**config.mk**
```make
export PLATFORM = sky130hd
export DESIGN_NAME = mux_sel_pipe
export DESIGN_NICKNAME = d
export VERILOG_FILES = /design/src/rtl/mux_sel_pipe.sv
export SDC_FILE = /design/constraint.sdc
export NUM_CORES = 1
export LEC_CHECK = 0
export ABC_AREA = 1
export CORE_ASPECT_RATIO = 0.7
export CORE_MARGIN = 4
export CORE_UTILIZATION = 30
export DETAILED_ROUTE_END_ITERATION = 6
export GPL_TIMING_DRIVEN = 0
export SLEW_MARGIN = 20
export SYNTH_ARGS = -nofsm -noshare
export SYNTH_HDL_FRONTEND = slang
export SYNTH_SLANG_ARGS = --single-unit
```
**constraint.sdc**
```tcl
create_clock -name clk -period 3.2 [get_ports clk]
set_input_delay 0.48 -clock clk [delete_from_list [all_inputs] [get_ports clk]]
set_output_delay 0.48 -clock clk [all_outputs]
set_load 0.05 [all_outputs]
```
**src/rtl/mux_sel_pipe.sv**
```systemverilog
// mux_sel_pipe: registered N-to-1 selector, valid/ready on both sides,
// direct or round-robin scan select, out-of-range select flag.
module mux_sel_pipe #(
  parameter  int N_INP = 32,
  parameter  int W     = 2,
  localparam int SELW  = (N_INP > 1) ? $clog2(N_INP) : 1
) (
  input  logic               clk,
  input  logic               rst_n,
  input  logic [N_INP*W-1:0] inp,
  input  logic               mode,
  input  logic [SELW-1:0]    sel_i,
  input  logic               sel_valid,
  output logic               sel_ready,
  output logic [W-1:0]       out,
  output logic [SELW-1:0]    out_idx,
  output logic               out_valid,
  input  logic               out_ready,
  output logic               sel_err
);

  localparam logic [SELW:0]   LIM  = (SELW+1)'(N_INP);
  localparam logic [SELW-1:0] LAST = SELW'(N_INP - 1);

  logic            mode_q;
  logic [SELW-1:0] scan_cnt;
  logic            accept;
  logic            rise;
  logic            oor;
  logic [SELW-1:0] eff_cnt;
  logic [SELW-1:0] nxt_cnt;
  logic [SELW-1:0] idx;
  logic [W-1:0]    pick;

  assign sel_ready = !out_valid | out_ready;
  assign accept    = sel_valid & sel_ready;

  // first scan cycle after direct mode restarts the sweep at channel 0
  assign rise    = mode & !mode_q;
  assign eff_cnt = rise ? '0 : scan_cnt;
  assign nxt_cnt = (eff_cnt == LAST) ? '0 : eff_cnt + SELW'(1);

  assign idx = mode ? eff_cnt : sel_i;
  assign oor = !mode && ({1'b0, sel_i} >= LIM);

  // no match for out-of-range indices, so those beats carry zero
  always_comb begin
    pick = '0;
    for (int k = 0; k < N_INP; k++) begin
      if (idx == SELW'(k)) pick = inp[k*W +: W];
    end
  end

  always_ff @(posedge clk or negedge rst_n) begin
    if (!rst_n) begin
      out       <= '0;
      out_idx   <= '0;
      out_valid <= 1'b0;
      sel_err   <= 1'b0;
      scan_cnt  <= '0;
      mode_q    <= 1'b0;
    end else begin
      mode_q  <= mode;
      sel_err <= accept & oor;
      if (mode) scan_cnt <= accept ? nxt_cnt : eff_cnt;
      if (accept) begin
        out       <= pick;
        out_idx   <= idx;
        out_valid <= 1'b1;
      end else if (out_ready) begin
        out_valid <= 1'b0;
      end
    end
  end

endmodule

```
==> results.cfg, run 1 <==
[yosys]
yosys_register_bits = 14
yosysWarnings = 0
synth_top_area_share_pct = 21.72
postSynthAreaPerCell_um2 = 6.018
syn_nets = 344
netlist-cell-type-count = 32
synth_area_leaders = dfrtp_1, nand2_1, inv_1
synth_commonest_cells = nand2_1, inv_1, nor2_1
yosysMostFrequentCell = nand2_1
synth_edf_count = 0
synthFlopType = dfrtp_1
syn_inst = 268
yosysTopAreaCell = dfrtp_1
async_flop_share_pct = 100.0
yosysSeqAreaShare_pct = 21.72
synth_area_mm2 = 0.001613

[clock_tree]
cts_buffers = 3
clk_pin_slew_worst_paths_ps = 60
cts_tree = yes
cts_max_level = 1
cts_root_buffer = clkbuf_8
cts_buffer_depth = 2
clk-insertion-delay-late_ps = 250
clock-sinks = 14

[placed_design]
hpwl_mm = 4.712
dp_cells = 422
preCtsSetupSlack_ps = -290.5
place_congestion = 0.8629
io_buffers = 82

[power]
ir_drop_uv = 176.4
leakagePower_uw = 0.001143
power.sequential.fraction_pct = 26.8
power.density_mw_per_mm2 = 323.1
swShare_pct = 40.34
power.switching_uw = 339.1
p_comb_share_pct = 52.4
p_int_uw = 501.4
share_clk_of_total_power_pct = 20.8

[global_route]
grt_use_total_pct = 17.49
overflow = 0
antenna_found_initial = 0
grt_max_degree = 15
grt_pass1_vias = 1949
grt_pass1_wl_mm = 9.404

[timing]
slew_violations = 0
layout_setup_ws_ps = 221.1
fin_worst_skew_ps = 3.226
finalHoldViolCount = 0
relSlewSlack_pct = 54.95
setup_viol = 0
fin_crit_ps = 2979
max_freq_mhz = 335.7
rsz0062_at_grt = no
tightestPinTransition_ps = 673.6
period_share_pct = 93.09
setup_tns_ps = 0

[final_layout]
seq_area_um2 = 350.3
drive_gt1_share_pct = 10.70
diodes = 0
multi_input_comb_area_mm2 = 0.001074
nets = 432
nFillCells = 554
area_delta_synth_final_pct = 61.29
stdcell_count = 427

[setup_path]
timing.rr.end = out[0]
startpoint_type = input port
cp.arrival_ps = 3120
worstRegToRegCells = 21
cp-end-kind = flip-flop
critPathMaxFanout = 10
r2r_slack_ps = 360
rr_startpoint = mode_q
cp_data_required_time_ps = 3340
crit_type = input port to flip-flop

[detailed_routing]
wire_per_inst_um = 13.03
routed_wl_mm = 5.563
viasPerCell = 4.625
via_count = 1975
drtAntennaViolNets = 0
drt_iter0_markers = 153
dr.pass1.iters = 4
drc = 0

[floorplanning]
die_x_um = 95.64
start_util_pct = 30.84
ios = 84
rows = 22
die_h_um = 69.35
coreArea_mm2 = 0.005230
die_area_mm2 = 0.006632

[hold_path]
holdPathStages = 2
hold_end = out[1]
min_from = out[1]
hold_class = flip-flop to flip-flop

[status]
status = complete, no violations

[flow_run]
cap_violations = 0
## per-layer routing
| layer | vias to the layer above | wire, µm | track usage, % |
|---|---|---|---|
| met5 | - | 0 | 0 |
| met4 | 0 | 21 | 1.893 |
| met3 | 2 | 427 | 3.254 |
| met2 | 64 | 2214 | 23.96 |
| met1 | 862 | 2900 | 28.49 |
| li1 | 1047 | - | - |
## state kept, by name, summed over array words and instances, names as in the netlist
signal / cells
mode_q: 1
out: 2
scan_cnt: 5
out_valid: 1
out_idx: 5
## cells by family (layout without fill, tap and decap cells)
| logic type | after synthesis | in the layout | synth area share, % |
|---|---|---|---|
| other | 1 | 1 | 0.2325 |
| buffers and inverters | 47 | 134 | 12.34 |
| AOI/OAI and AO/OA | 35 | 35 | 12.57 |
| DFF | 14 | 14 | 21.72 |
| adders and majority gates | 2 | 2 | 1.551 |
| and+or+nand+nor | 167 | 167 | 50.50 |
| xor gates and xnor gates | 2 | 2 | 1.086 |
## area by class of cell
cell class                      count  share of cell area [%]
Multi-Input combinational cell    207                   41.27
Timing Repair Buffer               83                   31.94
Sequential cell                    14                   13.47
Inverter                           40                   5.868
Tap cell                           72                   3.463
Clock buffer                        4                   2.116
Buffer                              7                   1.876
## through the flow
| step | instance area, µm² | power [µW] | util, % | hold slack [ps] |
|---|---|---|---|---|
| after floorplan | 1613 | 474.1 | - | 184.4 |
| after global placement | 2524 | 660.3 | 48.25 | 470.4 |
| after detailed placement | 2524 | 662.2 | 48.25 | 466.3 |
| after CTS | 2581 | 841.9 | 49.35 | 487.9 |
| after global routing | 2601 | 901.6 | 49.74 | 510.6 |
| final | 2601 | 840.4 | 49.74 | 481.7 |
## how the worst max path moves through the flow
stage,from,end,depth (start not counted),slack (ps)
2_1_floorplan,mode,out[1],25,960
3_3_place_gp,mode,out[0],21,-220
3_5_place_dp,mode,out[0],21,-290
4_1_cts,mode,out[0],22,2
5_1_grt,sel_i[3],out[1],26,9
6_report,sel_i[4],out[0],22,220
## critical path, stage by stage
cell	delay [ps]
clkdlybuf4s50_1	450
inv_1	60
o21ai_4	150
buf_4	180
buf_4	170
nor3b_1	80
nor2_1	110
nand4_1	80
nand2_1	120
nand4_1	90
nor2_1	110
nand4_1	100
nand2_1	80
nand4_1	80
nand2_1	80
nand4_1	110
nor2_1	200
nand4_1	110
nand2_1	80
nand4_1	80
nand2_1	70
nand2_1	40
## cell usage in the layout (no fill, tap or decap), types with 2 or more instances in the layout
| cell type | count |
|---|---|
| nand3_2 | 3 |
| o21ai_0 | 16 |
| buf_6 | 2 |
| nor2_1 | 29 |
| nand2_1 | 78 |
| nand2_4 | 5 |
| nor3_1 | 8 |
| nor3b_1 | 2 |
| clkbuf_8 | 4 |
| a21oi_1 | 11 |
| xor2_1 | 2 |
| nand4_1 | 18 |
| buf_4 | 3 |
| clkdlybuf4s50_1 | 81 |
| inv_1 | 32 |
| nor2_2 | 3 |
| nand2_2 | 2 |
| nor2_4 | 4 |
| clkbuf_1 | 3 |
| nand3_1 | 12 |
| o22ai_1 | 4 |
| ha_1 | 2 |
| dfrtp_1 | 14 |
| inv_2 | 7 |
## repair_timing
item,4_1_cts,5_1_grt
pin swaps,0,1
resized for setup,1,3
setup buffers,0,1
endpoints found under the setup margin,1,2
hold buffers,0,0
## power groups by stage
stage | Combinational, µW | Clock, µW | Sequential, µW
floorplan | 185 | 0 | 289
global placement | 431 | 0 | 229
detailed placement | 435 | 0 | 227
CTS | 438 | 178 | 225
global route | 484 | 188 | 230
finish | 440 | 175 | 225
Note: power is estimated with default switching activity, not from simulation.
==> run 2, diff against run 1 <==
- clock period: 3.2 -> 3.7 ns (I/O delays scaled with it)
==> results.cfg, run 2 (synthesized netlist as in run 1, its figures left out) <==
[power]
ir_drop_uv = 152.9
power.density_mw_per_mm2 = 280.8
leakagePower_uw = 0.001127

[timing]
fin_crit_ps = 3337
relSlewSlack_pct = 54.54
fin_worst_skew_ps = 3.320
rsz0062_at_grt = no
period_share_pct = 90.18
holdWs_ps = 481.7
slew_violations = 0
finalHoldViolCount = 0
max_freq_mhz = 299.7
setup_tns_ps = 0
tightestPinTransition_ps = 679.7
setup_viol = 0

[final_layout]
layout_commonest_cell = clkdlybuf4s50_1
nets = 431
nFillCells = 553
top_regs = out_idx: 5 flops, scan_cnt: 5 flops, out: 2 flops
final_cell_mix = clkdlybuf4s50_1, nand2_1, inv_1
diodes = 0
drive_gt1_share_pct = 10.45
area_delta_synth_final_pct = 60.20

[global_route]
overflow = 0
grt_pass1_wl_mm = 9.397
grt_use_total_pct = 17.51
grt_pass1_vias = 1950
antenna_found_initial = 0
grt_max_degree = 15

[detailed_routing]
drt_iter0_markers = 158
via_count = 1978
viasPerCell = 4.643
drtAntennaViolNets = 0
drc = 0
wire_per_inst_um = 13.12
dr.pass1.iters = 4
routed_wl_mm = 5.587

[setup_path]
critPathMaxFanout = 10
startpoint_type = input port
cp.arrival_ps = 3480
cp_data_required_time_ps = 3850
crit_type = input port to flip-flop
cp-end-kind = flip-flop

[floorplanning]
coreArea_mm2 = 0.005230
die_x_um = 95.64
rows = 22
die_area_mm2 = 0.006632
start_util_pct = 30.84
die_h_um = 69.35
ios = 84

[flow_run]
cap_violations = 0

[clock_tree]
cts_buffers = 3
cts_max_level = 1
clk-insertion-delay-late_ps = 250
cts_setup_buffers = 0
clk_pin_slew_worst_paths_ps = 60
cts_tree = yes
cts_resized = 0
cts_root_buffer = clkbuf_8
cts_buffer_depth = 2
clock-sinks = 14
hold_buffers = 0

[placed_design]
io_buffers = 82
place_congestion = 0.8629
hpwl_mm = 4.712

[status]
status = complete, no violations

[hold_path]
hold_class = flip-flop to flip-flop
==> run 2: where the power goes <==
group | total, µW | internal, µW | switching [µW]
Combinational | 378 | 159 | 219
Clock | 152 | 94.4 | 57.8
Sequential | 195 | 178 | 16.7
Total | 725 | 432 | 294
==> run 2: final cells by class <==
class	instances	area, µm²	area share, %
Multi-Input combinational cell	207	1069	41.36
Timing Repair Buffer	82	820.8	31.77
Sequential cell	14	350.3	13.56
Inverter	40	152.6	5.908
Tap cell	72	90.09	3.487
Clock buffer	4	55.05	2.131
Buffer	7	46.29	1.792
==> run 2: metrics by stage <==
stage | total power, µW | setup WS (ps) | std cells | utilization (%) | instance area (µm²)
after floorplan | 410.1 | 1380 | 268 | - | 1613
after global placement | 571.1 | 202.1 | 422 | 48.25 | 2524
after detailed placement | 572.7 | 134.5 | 422 | 48.25 | 2524
after CTS | 727.6 | 402.4 | 426 | 49.31 | 2579
after global routing | 777.4 | 4.543 | 426 | 49.40 | 2584
final | 725.5 | 363.2 | 426 | 49.40 | 2584
==> run 2: worst paths after layout <==
check	from	end	slack [ps]	depth (start not counted)
max in group asynchronous	rst_n	scan_cnt[0]	2550	1
setup / recovery	mode	out[0]	360	21
hold reg to reg	out[1]	out[1]	480	2
hold / removal	out[1]	out[1]	480	2
setup reg to reg	mode_q	out[0]	850	20
min in group asynchronous	rst_n	out_valid	720	1
==> run 2: metal layers <==
layer | share of wire (%) | up-vias | GRT usage [%] | wire length, µm
li1 | - | 1043 | - | -
met1 | 52 | 862 | 28.55 | 2886
met2 | 40 | 68 | 23.96 | 2209
met3 | 8.3 | 5 | 3.254 | 463
met4 | 0.50 | 0 | 1.893 | 28
met5 | 0 | - | 0 | 0
==> run 2: worst max-delay path, stage by stage <==
cell	delay, ps
clkdlybuf4s50_1	520
buf_6	200
o21ai_4	260
buf_2	270
nor3b_1	100
nor2_1	110
nand4_1	80
nand2_1	120
nand4_1	90
nor2_1	110
nand4_1	100
nand2_1	80
nand4_1	80
nand2_1	80
nand4_1	110
nor2_1	200
nand4_1	110
nand2_1	80
nand4_1	80
nand2_1	70
nand2_1	40
==> run 3, diff against run 2 <==
- CTS_BUF_LIST: unset -> sky130_fd_sc_hd__clkbuf_2 sky130_fd_sc_hd__clkbuf_4 sky130_fd_sc_hd__clkbuf_8
==> results of run 3 <==
No change in the layout: final DEF, timing and power equal those of run 2.
